File: src/rtl/uart_pkg.sv
// Shared definitions for the UART receive path.
// Parity modes, FSM states and the default bit divisor.
package uart_pkg;

    localparam int PAR_NONE = 0;
    localparam int PAR_ODD  = 1;
    localparam int PAR_EVEN = 2;

    // 50 MHz system clock at 9600 baud
    localparam int DEF_CLK_DIV = 50_000_000 / 9600;

    typedef enum logic [2:0] {
        ST_IDLE,
        ST_START,
        ST_DATA,
        ST_PARITY,
        ST_STOP
    } state_t;

    function automatic logic maj3(
        input logic a,
        input logic b,
        input logic c
    );
        return (a & b) | (a & c) | (b & c);
    endfunction

endpackage

File: src/rtl/uart_rx_core_if.sv
// Word output handshake of the UART receiver.
// The receiver is master; the consumer drives ready.
interface uart_rx_core_if #(
    parameter int DATA_BITS = 8
);
    logic [DATA_BITS-1:0] data_out;
    logic                 valid;
    logic                 ready;
    logic                 frame_err;
    logic                 parity_err;
    logic                 overrun;

    modport master (
        output data_out, valid, frame_err,
        output parity_err, overrun,
        input  ready
    );

    modport slave (
        input  data_out, valid, frame_err,
        input  parity_err, overrun,
        output ready
    );
endinterface

File: src/rtl/uart_rx_sampler.sv
// RX synchronizer, in-bit counter and 3-sample majority vote.
// bit_tick marks the commit count; bit_val is the voted bit.
module uart_rx_sampler
    import uart_pkg::*;
#(
    parameter int CLK_DIV = DEF_CLK_DIV
) (
    input  logic clk,
    input  logic rst_n,
    input  logic rx,
    input  logic clear,
    output logic fall,
    output logic bit_tick,
    output logic bit_val
);

    localparam int CW = $clog2(CLK_DIV);
    localparam int H  = CLK_DIV / 2;

    localparam logic [CW-1:0] C_ONE  = CW'(1);
    localparam logic [CW-1:0] C_LAST = CW'(CLK_DIV - 1);
    localparam logic [CW-1:0] C_HM1  = CW'(H - 1);
    localparam logic [CW-1:0] C_H    = CW'(H);
    localparam logic [CW-1:0] C_HP1  = CW'(H + 1);

    logic [1:0]    sync;
    logic          rx_q;
    logic [CW-1:0] cnt;
    logic          smp0;
    logic          smp1;

    // clear lands on the detect edge, which is itself count 0
    always_ff @(posedge clk or negedge rst_n) begin
        if (!rst_n) begin
            sync <= 2'b11;
            rx_q <= 1'b1;
            cnt  <= '0;
            smp0 <= 1'b1;
            smp1 <= 1'b1;
        end else begin
            sync <= {sync[0], rx};
            rx_q <= sync[1];
            if (clear)
                cnt <= C_ONE;
            else if (cnt == C_LAST)
                cnt <= '0;
            else
                cnt <= cnt + C_ONE;
            if (cnt == C_HM1)
                smp0 <= sync[1];
            if (cnt == C_H)
                smp1 <= sync[1];
        end
    end

    assign fall     = rx_q & ~sync[1];
    assign bit_tick = (cnt == C_HP1);
    assign bit_val  = maj3(smp0, smp1, sync[1]);

endmodule

File: src/rtl/uart_rx_core.sv
// Parametrised UART receiver: frame FSM, shift register
// and a valid/ready output register with error flags.
module uart_rx_core
    import uart_pkg::*;
#(
    parameter int CLK_DIV   = DEF_CLK_DIV,
    parameter int DATA_BITS = 8,
    parameter int PARITY    = PAR_NONE,
    parameter int STOP_BITS = 1
) (
    input  logic clk,
    input  logic rst_n,
    input  logic rx,
    output logic busy,
    uart_rx_core_if.master rxo
);

    localparam logic [3:0] B_ONE   = 4'd1;
    localparam logic [3:0] B_DLAST = 4'(DATA_BITS - 1);
    localparam logic [3:0] B_SLAST = 4'(STOP_BITS - 1);

    state_t               state;
    logic [3:0]           bcnt;
    logic [DATA_BITS-1:0] shreg;
    logic                 par_acc;
    logic                 perr;
    logic                 ferr;
    logic                 done_q;
    logic                 fall;
    logic                 tick;
    logic                 bval;
    logic                 clear;

    logic [DATA_BITS-1:0] dout_q;
    logic                 valid_q;
    logic                 fe_q;
    logic                 pe_q;
    logic                 ov_q;

    assign clear = (state == ST_IDLE) && fall;

    uart_rx_sampler #(
        .CLK_DIV (CLK_DIV)
    ) u_sampler (
        .clk      (clk),
        .rst_n    (rst_n),
        .rx       (rx),
        .clear    (clear),
        .fall     (fall),
        .bit_tick (tick),
        .bit_val  (bval)
    );

    always_ff @(posedge clk or negedge rst_n) begin
        if (!rst_n) begin
            state   <= ST_IDLE;
            bcnt    <= '0;
            shreg   <= '0;
            par_acc <= 1'b0;
            perr    <= 1'b0;
            ferr    <= 1'b0;
            done_q  <= 1'b0;
            busy    <= 1'b0;
        end else begin
            done_q <= 1'b0;
            unique case (state)
                ST_IDLE: begin
                    if (fall) begin
                        state   <= ST_START;
                        bcnt    <= '0;
                        par_acc <= 1'b0;
                        perr    <= 1'b0;
                        ferr    <= 1'b0;
                        busy    <= 1'b1;
                    end
                end
                ST_START: begin
                    if (tick) begin
                        if (bval) begin
                            state <= ST_IDLE;
                            busy  <= 1'b0;
                        end else begin
                            state <= ST_DATA;
                        end
                    end
                end
                ST_DATA: begin
                    if (tick) begin
                        shreg   <= {bval, shreg[DATA_BITS-1:1]};
                        par_acc <= par_acc ^ bval;
                        if (bcnt == B_DLAST) begin
                            bcnt  <= '0;
                            state <= (PARITY != PAR_NONE) ?
                                     ST_PARITY : ST_STOP;
                        end else begin
                            bcnt <= bcnt + B_ONE;
                        end
                    end
                end
                ST_PARITY: begin
                    if (tick) begin
                        perr  <= (PARITY == PAR_ODD) ?
                                 ~(par_acc ^ bval) :
                                 (par_acc ^ bval);
                        state <= ST_STOP;
                    end
                end
                ST_STOP: begin
                    // leave at mid-stop so the next start edge is caught
                    if (tick) begin
                        ferr <= ferr | ~bval;
                        if (bcnt == B_SLAST) begin
                            state  <= ST_IDLE;
                            busy   <= 1'b0;
                            done_q <= 1'b1;
                        end else begin
                            bcnt <= bcnt + B_ONE;
                        end
                    end
                end
                default: begin
                    state <= ST_IDLE;
                    busy  <= 1'b0;
                end
            endcase
        end
    end

    // a finished frame is dropped, not merged, while a word waits
    always_ff @(posedge clk or negedge rst_n) begin
        if (!rst_n) begin
            dout_q  <= '0;
            valid_q <= 1'b0;
            fe_q    <= 1'b0;
            pe_q    <= 1'b0;
            ov_q    <= 1'b0;
        end else if (valid_q && rxo.ready) begin
            ov_q <= 1'b0;
            if (done_q) begin
                dout_q <= shreg;
                fe_q   <= ferr;
                pe_q   <= perr;
            end else begin
                valid_q <= 1'b0;
            end
        end else if (done_q) begin
            if (!valid_q) begin
                dout_q  <= shreg;
                fe_q    <= ferr;
                pe_q    <= perr;
                valid_q <= 1'b1;
            end else begin
                ov_q <= 1'b1;
            end
        end
    end

    assign rxo.data_out   = dout_q;
    assign rxo.valid      = valid_q;
    assign rxo.frame_err  = fe_q;
    assign rxo.parity_err = pe_q;
    assign rxo.overrun    = ov_q;

endmodule

File: src/flat_wrapper.sv
// flat-port wrapper written by rule: the top's interface ports become plain ports
module uart_rx_core_flat import uart_pkg::*;
#(
    parameter int CLK_DIV   = DEF_CLK_DIV,
    parameter int DATA_BITS = 8,
    parameter int PARITY    = PAR_NONE,
    parameter int STOP_BITS = 1
)
  (clk, rst_n, rx, busy, rxo_data_out, rxo_valid, rxo_frame_err, rxo_parity_err, rxo_overrun, rxo_ready);
  uart_rx_core_if #(.DATA_BITS(DATA_BITS)) rxo_i ();
  input  logic clk;
  input  logic rst_n;
  input  logic rx;
  output logic busy;
  output wire logic [$bits(rxo_i.data_out)-1:0] rxo_data_out;
  output wire logic [$bits(rxo_i.valid)-1:0] rxo_valid;
  output wire logic [$bits(rxo_i.frame_err)-1:0] rxo_frame_err;
  output wire logic [$bits(rxo_i.parity_err)-1:0] rxo_parity_err;
  output wire logic [$bits(rxo_i.overrun)-1:0] rxo_overrun;
  input wire logic [$bits(rxo_i.ready)-1:0] rxo_ready;
  assign rxo_data_out = rxo_i.data_out;
  assign rxo_valid = rxo_i.valid;
  assign rxo_frame_err = rxo_i.frame_err;
  assign rxo_parity_err = rxo_i.parity_err;
  assign rxo_overrun = rxo_i.overrun;
  assign rxo_i.ready = rxo_ready;
  uart_rx_core #(.CLK_DIV(CLK_DIV), .DATA_BITS(DATA_BITS), .PARITY(PARITY), .STOP_BITS(STOP_BITS)) u_core (.clk(clk), .rst_n(rst_n), .rx(rx), .busy(busy), .rxo(rxo_i));
endmodule
File: config.mk
export PLATFORM = sky130hd
export DESIGN_NAME = uart_rx_core_flat
export DESIGN_NICKNAME = d
export VERILOG_FILES = /design/src/rtl/uart_pkg.sv /design/src/rtl/uart_rx_core_if.sv /design/src/rtl/uart_rx_sampler.sv /design/src/rtl/uart_rx_core.sv /design/src/flat_wrapper.sv
export SDC_FILE = /design/constraint.sdc
export NUM_CORES = 1
export LEC_CHECK = 0
export ABC_AREA = 1
export CORE_ASPECT_RATIO = 1.25
export CORE_UTILIZATION = 45
export CTS_CLUSTER_SIZE = 30
export DETAILED_ROUTE_END_ITERATION = 7
export PLACE_DENSITY_LB_ADDON = 0.25
export SLEW_MARGIN = 20
export SYNTH_ARGS = -nofsm -noshare
export SYNTH_HDL_FRONTEND = slang
export SYNTH_HIERARCHICAL = 1
export SYNTH_SLANG_ARGS = --single-unit
File: constraint.sdc
create_clock -name clk -period 2.6 [get_ports clk]
set_input_delay 0.52 -clock clk [delete_from_list [all_inputs] [get_ports clk]]
set_output_delay 0.52 -clock clk [all_outputs]
set_load 0.01 [all_outputs]
==> flow_summary.ini, run 1 <==
[place]
globalplace.congestion = 0.8536
dp_hpwl_um = 3359
pre_cts_ws_ns = 0.7010
io_buffers = 16

[routing]
drcViolationCount = 0
first_pass_iters = 5
wire_per_inst_um = 11.17
wl_um = 4481
via_per_inst = 4.873
ant_nets = 0
vias = 1954
dr.first_iter.drc_count = 108

[global_routing]
grt_use_total_pct = 16.58
first_global_vias = 1873
overflow = 0
grt_pass1_wl_um = 8038
antenna_found_initial = 0
grt_max_degree = 30

[critical_path]
required_ns = 2.79
reg2reg_from = u_core/u_sampler/cnt[1]
crit_start = u_core/u_sampler/cnt[1]
end_kind = flip-flop
crit_arrival_ns = 2.10
critPathKind = reg -> reg
worst_setup_path_start_kind = flip-flop
cp_max_fo = 6

[flow_run]
maxCapViolCount = 0

[clock_network]
cts_sinks = 50
postCtsSetupBuffers = 0
postCtsHoldBufs = 0
worstSkewPairLatency_ns = 0.30
root_buffer = clkbuf_8
path_clk_slew_ns = 0.09
cts_resized = 0
cts_tree = done
clockBufferDepth = 2
cts-buffers-inserted = 5
h-tree-depth = 2

[timing]
finalCritPeriodShare_pct = 73.56
hold_viol = 0
slew_viol_final = 0
fin_tns_setup_ns = 0
fin_worst_skew_ns = 0.009311
tightestPinTransition_ns = 0.6144
rsz0062_at_grt = false
setup_viol = 0
postLayoutSetupSlackWorst_ns = 0.6875
slew_headroom_pct = 59.04
timing.fmax_mhz = 522.9
min_period_ns = 1.913

[logic_synthesis]
synth_cell_types = 32
synth_area_leader_cell = dfrtp_1
synthArstFlopShare_pct = 100.0
syn_avg_cell_area_sq_um = 8.367
synth_ff_type = dfrtp_1
synth_area_leaders = dfrtp_1, nand2_1, inv_1
ys_seq_area_share_pct = 48.02
yosys_warnings = 6
yosysMostFrequentCell = nand2_1
synth_cells = 313
synth_seq_cells = 50
synth_common_cells = nand2_1, dfrtp_1, inv_1, nor2_1, o21ai_0
syn-cell-area_sq_um = 2619
synth_edf_count = 0
syn_nets = 323
synth_top_area_share_pct = 43.00

[die]
io_pins = 17
die_width_um = 70.23
core-area_sq_um = 5518
rows = 30
initial_core_util_pct = 47.46
dieArea_sq_um = 6130
die_h_um = 87.29

[status]
status = finished, final reports clean

[cells_and_area]
diodes = 0
nNetsFinal = 346
drive_above_1_share_pct = 15.73
syn2layout_area_growth_pct = 12.33

[hold_path]
min_path_type = in -> async

[power_and_ir_drop]
total_leakage_power_nw = 1.388
p_per_area_nw_per_um2 = 807.9
ir_drop_v = 0.0005765
-- final timing paths --
kind	cells past startpoint	to	slack, ns
worst max-delay path	12	u_core/busy	0.69
worst min-delay path	1	u_core/rxo.data_out[3]	0.21
worst max register to register	12	u_core/busy	0.69
worst min register to register	0	u_core/u_sampler/sync[1]	0.36
max in group asynchronous	2	u_core/u_sampler/sync[1]	1.63
min in group clk	0	u_core/u_sampler/sync[1]	0.36
-- critical path, stage by stage, from the launching register on --
cell and delay (ns):
dfrtp_1 0.42, inv_1 0.09, ha_1 0.14, nand2_1 0.05, nor4_1 0.30, buf_4 0.22
inv_1 0.09, nand3_1 0.11, nand2_1 0.09, nor2_4 0.13, nand2_1 0.07, nand2_1 0.05
nand2_1 0.05
-- logic make-up (layout without fill, tap and decap cells) --
logic type | Yosys count | after routing | share of synthesized area (%)
and+or+nand+nor | 166 | 166 | 30.72
buffers and inverters | 46 | 70 | 7.214
AOI/OAI and AO/OA | 37 | 37 | 8.457
DFF | 50 | 50 | 48.02
xor gates and xnor gates | 7 | 7 | 2.341
adders and majority gates | 7 | 7 | 3.249
-- flip-flops by register name (all words and copies together) (netlist names) --
register	flops
u_core/u_sampler/smp1	1
u_core/busy	1
u_core/rxo.overrun	1
u_core/u_sampler/sync	2
u_core/bcnt	4
u_core/ferr	1
u_core/par_acc	1
u_core/rxo.parity_err	1
u_core/done_q	1
u_core/rxo.valid	1
u_core/u_sampler/cnt	13
u_core/u_sampler/rx_q	1
u_core/shreg	8
u_core/state	3
u_core/perr	1
u_core/rxo.frame_err	1
u_core/rxo.data_out	8
u_core/u_sampler/smp0	1
-- through the flow --
step	cell area (sq um)	power [mW]	instances	hold slack (ns)	util (%)
floorplan	2619	1.723	313	0.2244	-
global placement	2849	1.923	393	0.3465	51.63
detailed placement	2849	1.937	393	0.3509	51.63
CTS	2942	2.408	401	0.2293	53.31
global route	2942	2.583	401	0.2516	53.31
finish	2942	2.377	401	0.2127	53.31
-- metal layers --
layer | GRT usage (%) | vias to the layer above | routed length, um
li1 | - | 1026 | -
met1 | 20.77 | 896 | 2107
met2 | 27.97 | 27 | 2181
met3 | 3.472 | 5 | 125
met4 | 6.545 | 0 | 66
met5 | 0 | - | 0
-- cell type report --
type | instances | area [sq um]
Inverter | 43 | 161.4
Timing Repair Buffer | 19 | 177.7
Fill cell | 544 | 2576
Clock buffer | 5 | 68.82
Multi-Input combinational cell | 217 | 1172
Tap cell | 64 | 80.08
Clock inverter | 3 | 23.77
Sequential cell | 50 | 1257
-- cell usage in the layout (no fill, tap or decap) --
cell type	count
clkinvlp_4	2
nand3b_2	1
clkbuf_8	5
xnor2_1	1
a21oi_2	1
nand2_2	8
dfstp_2	5
nor3_1	2
nand3b_1	1
inv_1	40
a21oi_1	7
nor2_1	32
nor2_4	5
xor2_1	6
nand2_4	3
o21ai_2	8
nand3_1	15
dfrtp_1	45
a21boi_0	1
ha_1	6
clkdlybuf4s50_1	15
nor2_2	2
inv_6	1
nand4_1	8
inv_2	3
maj3_1	1
or2_2	1
nor4_1	1
nor3b_1	1
nand3_2	3
buf_4	3
o21ai_0	20
or2_1	1
nand2_1	81
nand3_4	1
buf_2	1
-- power breakdown --
part           internal [mW]  total, mW  switching, mW
sequential             0.899       1.06          0.157
clock                  0.193      0.457          0.265
combinational          0.325      0.864          0.539
total                   1.42       2.38          0.960
Note: power is estimated with default switching activity, not from simulation.
==> run 2: changes to the inputs <==
Clock period 2.6 ns to 2 ns, I/O delays scaled along.
==> flow_summary.ini, run 2 (synthesis gave the netlist of run 1 again) <==
[cells_and_area]
design_area_sq_um = 2965
syn2layout_area_growth_pct = 13.23
drive_above_1_share_pct = 16.02
nNetsFinal = 346
diodes = 0
largest_reg_flops = 13
layout_commonest_cell = nand2_1
regMostFlops = u_core/u_sampler/cnt
mostFrequentLayoutCells = nand2_1, dfrtp_1, inv_1, nor2_1, o21ai_0

[critical_path]
cp_common_cell = nand2_1
required_ns = 2.20
worstSetupEndpoint = u_core/busy
worst_setup_path_start_kind = flip-flop
cp_slowest_cell = dfrtp_1
critPathKind = reg -> reg
reg2reg_from = u_core/u_sampler/cnt[1]
path_cells = inv_1, ha_1, nand2_1, nor4_2, inv_1, nand3_1, nand2_1, nor2_4, nand2_1, nand2_1, nand2_1
end_kind = flip-flop
slowest_delay_ns = 0.41
crit_arrival_ns = 1.97
r2r_slack_ns = 0.23
cp_max_fo = 4
crit_start = u_core/u_sampler/cnt[1]
reg2regPathDepth = 11
r2r-end = u_core/busy

[place]
io_buffers = 16
dp_hpwl_um = 3490
dpl-instance-area_sq_um = 2868
globalplace.congestion = 0.8919

[die]
io_pins = 17
rows = 30
die_h_um = 87.29
initial_core_util_pct = 47.46
core-area_sq_um = 5518
dieArea_sq_um = 6130
die_width_um = 70.23

[timing]
timing.fmax_mhz = 563.8
rsz0062_at_grt = false
min_period_ns = 1.774
fin_tns_setup_ns = 0
setup_viol = 0
tightestPinTransition_ns = 0.5446
slew_viol_final = 0
fin_worst_skew_ns = 0.01027
hold_viol = 0
slew_headroom_pct = 63.69
finalCritPeriodShare_pct = 88.68

[global_routing]
grt_use_total_pct = 17.29
overflow = 0
busiest_layer = met2
grt_util_met2_pct = 30.22
grt_use_met3_pct = 3.356
antenna_found_initial = 0
grt_max_degree = 29
met1_usage_pct = 20.43
grt_pass1_wl_um = 8500
first_global_vias = 1958

[routing]
drcViolationCount = 0
first_pass_iters = 4
vias = 1998
via_per_inst = 4.983
wire_per_inst_um = 11.48
dr.first_iter.drc_count = 96
ant_nets = 0
wl_um = 4604

[clock_network]
clockBufferDepth = 2
cts-buffers-inserted = 5
postCtsSetupBuffers = 0
path_clk_slew_ns = 0.10
worstSkewPairLatency_ns = 0.31
cts_sinks = 50
cts_resized = 0
h-tree-depth = 2
postCtsHoldBufs = 0
root_buffer = clkbuf_8
cts_tree = done

[flow_run]
maxCapViolCount = 0

[power_and_ir_drop]
total_leakage_power_nw = 1.403
p_per_area_nw_per_um2 = 1055
ir_drop_v = 0.0005947

[hold_path]
min_path_type = in -> async

[status]
status = finished, final reports clean
## run 2: cell count changes in the layout (fill, tap and decap cells not counted), sizes merged
cell | previous run | this run
clkinv | 0 | 1
inv | 44 | 45
clkinvlp | 2 | 0
## run 2: where the power goes
part	switching [mW]	internal (mW)
clock	0.367	0.262
combinational	0.705	0.427
sequential	0.198	1.17
## run 2: how the worst min path moves through the flow
| stage | startpoint | to | slack, ns | cells past startpoint |
|---|---|---|---|---|
| 2_1_floorplan | rst_n | u_core/bcnt[0] | 0.10 | 0 |
| 3_3_place_gp | u_core/u_sampler/sync[0] | u_core/u_sampler/sync[1] | 0.35 | 0 |
| 3_5_place_dp | u_core/u_sampler/sync[0] | u_core/u_sampler/sync[1] | 0.35 | 0 |
| 4_1_cts | rst_n | u_core/shreg[2] | 0.06 | 1 |
| 5_1_grt | rst_n | u_core/rxo.data_out[3] | 0.09 | 1 |
| 6_report | rst_n | u_core/shreg[2] | 0.06 | 1 |
## run 2: metrics by stage
step	util [%]	instances	hold WS, ns	total power, mW	setup slack [ns]
floorplan	-	313	0.1044	2.241	0.003877
global placement	51.97	393	0.3461	2.506	0.2993
detailed placement	51.97	393	0.3473	2.526	0.2334
CTS	53.74	401	0.06460	3.169	0.2197
global route	53.74	401	0.08589	3.408	0.01952
finish	53.74	401	0.05647	3.129	0.2263
## run 2: layout make-up
class / instances / area, sq um
sequential: 50 / 1257
multi-input combinational: 217 / 1179
clock buffer: 5 / 68.82
fill: 522 / 2552
inverter: 43 / 161.4
timing repair buffer: 19 / 190.2
tap: 64 / 80.08
clock inverter: 3 / 28.78
## run 2: per-layer routing
metal,vias up,wire length [um]
met5,-,0
met3,8,137
met2,28,2268
met1,931,2092
met4,0,106
li1,1031,-
## run 2: worst max-delay path, delay by kind of cell (launching register included)
family                   cells  cell delay (ns)
adder cells (fa/ha/maj)      1             0.14
buffers and inverters        2             0.24
flip-flops                   1             0.41
AND/OR/NAND/NOR              8             0.86
==> variant (settings of run 1) <==
Add an input register stage for `rx`; this delays it by one clock. The other inputs are not delayed to match.
--- a/src/rtl/uart_rx_core.sv
+++ b/src/rtl/uart_rx_core.sv
@@ -19,4 +19,10 @@
     localparam logic [3:0] B_DLAST = 4'(DATA_BITS - 1);
     localparam logic [3:0] B_SLAST = 4'(STOP_BITS - 1);
+
+    logic rx_r;
+
+    always_ff @(posedge clk) begin
+        rx_r <= rx;
+    end
 
     state_t               state;
@@ -45,5 +51,5 @@
         .clk      (clk),
         .rst_n    (rst_n),
-        .rx       (rx),
+        .rx       (rx_r),
         .clear    (clear),
         .fall     (fall),
Function: changed (Yosys sat finds a counterexample within 4 cycles, from zero or initial values and one cycle with rst_n low).
==> variant against run 1 <==
Cell area rose by 1.2%. Critical path type unchanged. Synthesized area rose by 1.7%. Core utilization rose by 0.27 points. Worst hold slack improved by 0.085 ns. Setup slack improved by 0.048 ns. Clock power rose by 3%. Power rose by 2.8%. Synthesized cell count rose by 1.6%. Clock skew rose by 0.0045 ns. Sequential cell count rose by 1. Wire length rose by 3.7%. Maximum frequency rose by 2.6%. Die area rose by 1.7%.
==> variant: results <==
group,metric,value,unit
synthesis,synth_cell_type_count,30,
clock_tree,path_clk_slew,0.09,ns
routing,highest_layer,"met4",
min_path,worst_hold_path_type,"flip-flop to flip-flop",
final_layout,final_nets,350,
placed_design,place_congestion,0.941,
setup_path,crit_path_max_incr_delay,0.41,ns
synthesis,synth_warnings,6,
routing,routed-wl-met3,127,um
synthesis,syn_nets,328,
clock_tree,cts.repair.resized,0,
clock_tree,post_cts_buffers,0,
setup_path,r2r_slack,0.74,ns
setup_path,cpMaxStageDelayCell,"dfrtp_1",
synthesis,synth_area_leaders,"dfrtp_1 42%, nand2_1 11%, nor2_1 5.6%, inv_1 5.1%, dfstp_2 4.9%",
synthesis,synth_common_cells,"78 x nand2_1, 45 x dfrtp_1, 40 x nor2_1",
final_layout,diodes,0,
grt,grt_max_degree,41,
routing,drt-met1-wl,2130,um
timing,slew_headroom,42.5,%
grt,grt_pass1_vias,1927,
routing,vias_per_cell,4.90,
grt,grt_pass1_wl,8200,um
placed_design,hpwl,3390,um
power,ir_worst_vdd,0.540,mV
clock_tree,cts_inserted_buffers,5,
final_layout,regMostFlops,"u_core/u_sampler/cnt",
synthesis,ys_seq_area_share,48.0,%
clock_tree,ctsLongestPathBuffers,2,
setup_path,crit_fanout,7,
setup_path,cp-endpoint,"u_core/bcnt[2]$_DFFE_PN0P_",
clock_tree,clock_latency,0.31,ns
setup_path,crit_family,"simple AND/OR/NAND/NOR gates",
routing,wl_per_cell,11.5,um
grt,grt_use_total,16.9,%
routing,dr.pass1.iters,6,
routing,wl_met2,2290,um
timing,clock_skew,0.0138,ns
grt,antenna_found_initial,0,
placed_design,place_area,2880,um^2
routing,drt_iter0_markers,107,
setup_path,crit_arrival,2.07,ns
setup_path,ff2ff_path_depth,12,
synthesis,async_reset_ff_share,98.0,%
power,leakage,1.39,nW
final_layout,largest_reg_flops,13,
routing,drcViolationCount,0,
synthesis,synth-main-ff-cell,"dfrtp_1",
setup_path,startpoint,"u_core/u_sampler/cnt[1]$_DFF_PN0_",
clock_tree,cts_root_buf,"clkbuf_8",
final_layout,drive_above_1_share,16.4,%
placed_design,numPortBuffers,16,
status,status,"finished, final reports clean",
==> variant: cell count changes in the layout (fill, tap and decap cells not counted), moves of 2 or more <==
cell     change
inv_1        -4
nand3_1      +8
inv_2        +4
nand2_1      -3
nor2_1       +8
o21ai_0      -7
a21oi_1      -2
==> variant: cells by family after synthesis <==
| group | after synthesis | share of synthesized area (%) |
|---|---|---|
| AOI/OAI and AO/OA | 27 | 6.20 |
| xor gates and xnor gates | 8 | 2.63 |
| adders and majority gates | 7 | 3.19 |
| buffers and inverters | 47 | 7.47 |
| DFF | 51 | 48.0 |
| and+or+nand+nor | 178 | 32.6 |
==> variant: how the worst min path moves through the flow <==
stage,from,to,slack [ns],cells after the start
after floorplan,rst_n,u_core/bcnt[0]$_DFFE_PN0P_,0.22,0
after global placement,u_core/rx_r$_DFF_P_,u_core/u_sampler/sync[0]$_DFF_PN1_,0.28,0
after detailed placement,u_core/rx_r$_DFF_P_,u_core/u_sampler/sync[0]$_DFF_PN1_,0.29,0
after CTS,u_core/rx_r$_DFF_P_,u_core/u_sampler/sync[0]$_DFF_PN1_,0.30,0
after global routing,u_core/rx_r$_DFF_P_,u_core/u_sampler/sync[0]$_DFF_PN1_,0.31,0
final,u_core/rx_r$_DFF_P_,u_core/u_sampler/sync[0]$_DFF_PN1_,0.30,0
==> variant: metrics by stage <==
stage | utilization [%] | total power [mW] | std cells | setup slack [ns]
global route | 53.6 | 2.66 | 405 | 0.575
finish | 53.6 | 2.44 | 405 | 0.736
CTS | 53.6 | 2.47 | 405 | 0.721
detailed placement | 51.9 | 1.99 | 397 | 0.735
global placement | 51.9 | 1.98 | 397 | 0.772
floorplan | - | 1.78 | 318 | 0.873
==> variant: report_power, final <==
group	internal, mW	switching [mW]
combinational	0.332	0.561
sequential	0.917	0.163
clock	0.193	0.277
==> variant: metal layers <==
metal | track usage (%) | up-vias
met5 | 0 | -
met4 | 8.73 | 0
met3 | 3.22 | 9
met2 | 30.2 | 33
met1 | 19.2 | 905
li1 | - | 1039
==> variant: cell type report <==
cell class | instances | area, um^2
Multi-Input combinational cell | 220 | 1190
Inverter | 43 | 161
Fill cell | 531 | 2580
Tap cell | 64 | 80.1
Timing Repair Buffer | 19 | 178
Clock buffer | 5 | 68.8
Sequential cell | 51 | 1280
Clock inverter | 3 | 23.8
==> variant: worst register-to-register path, stage by stage (launching register included) <==
cell	delay, ns
dfrtp_1	0.41
inv_1	0.09
ha_1	0.14
nand2_1	0.05
nor4_1	0.25
buf_4	0.22
inv_1	0.09
nand3_1	0.10
nand2_2	0.09
nor2_4	0.15
nand2_4	0.07
nand2_1	0.06
nand2_1	0.05
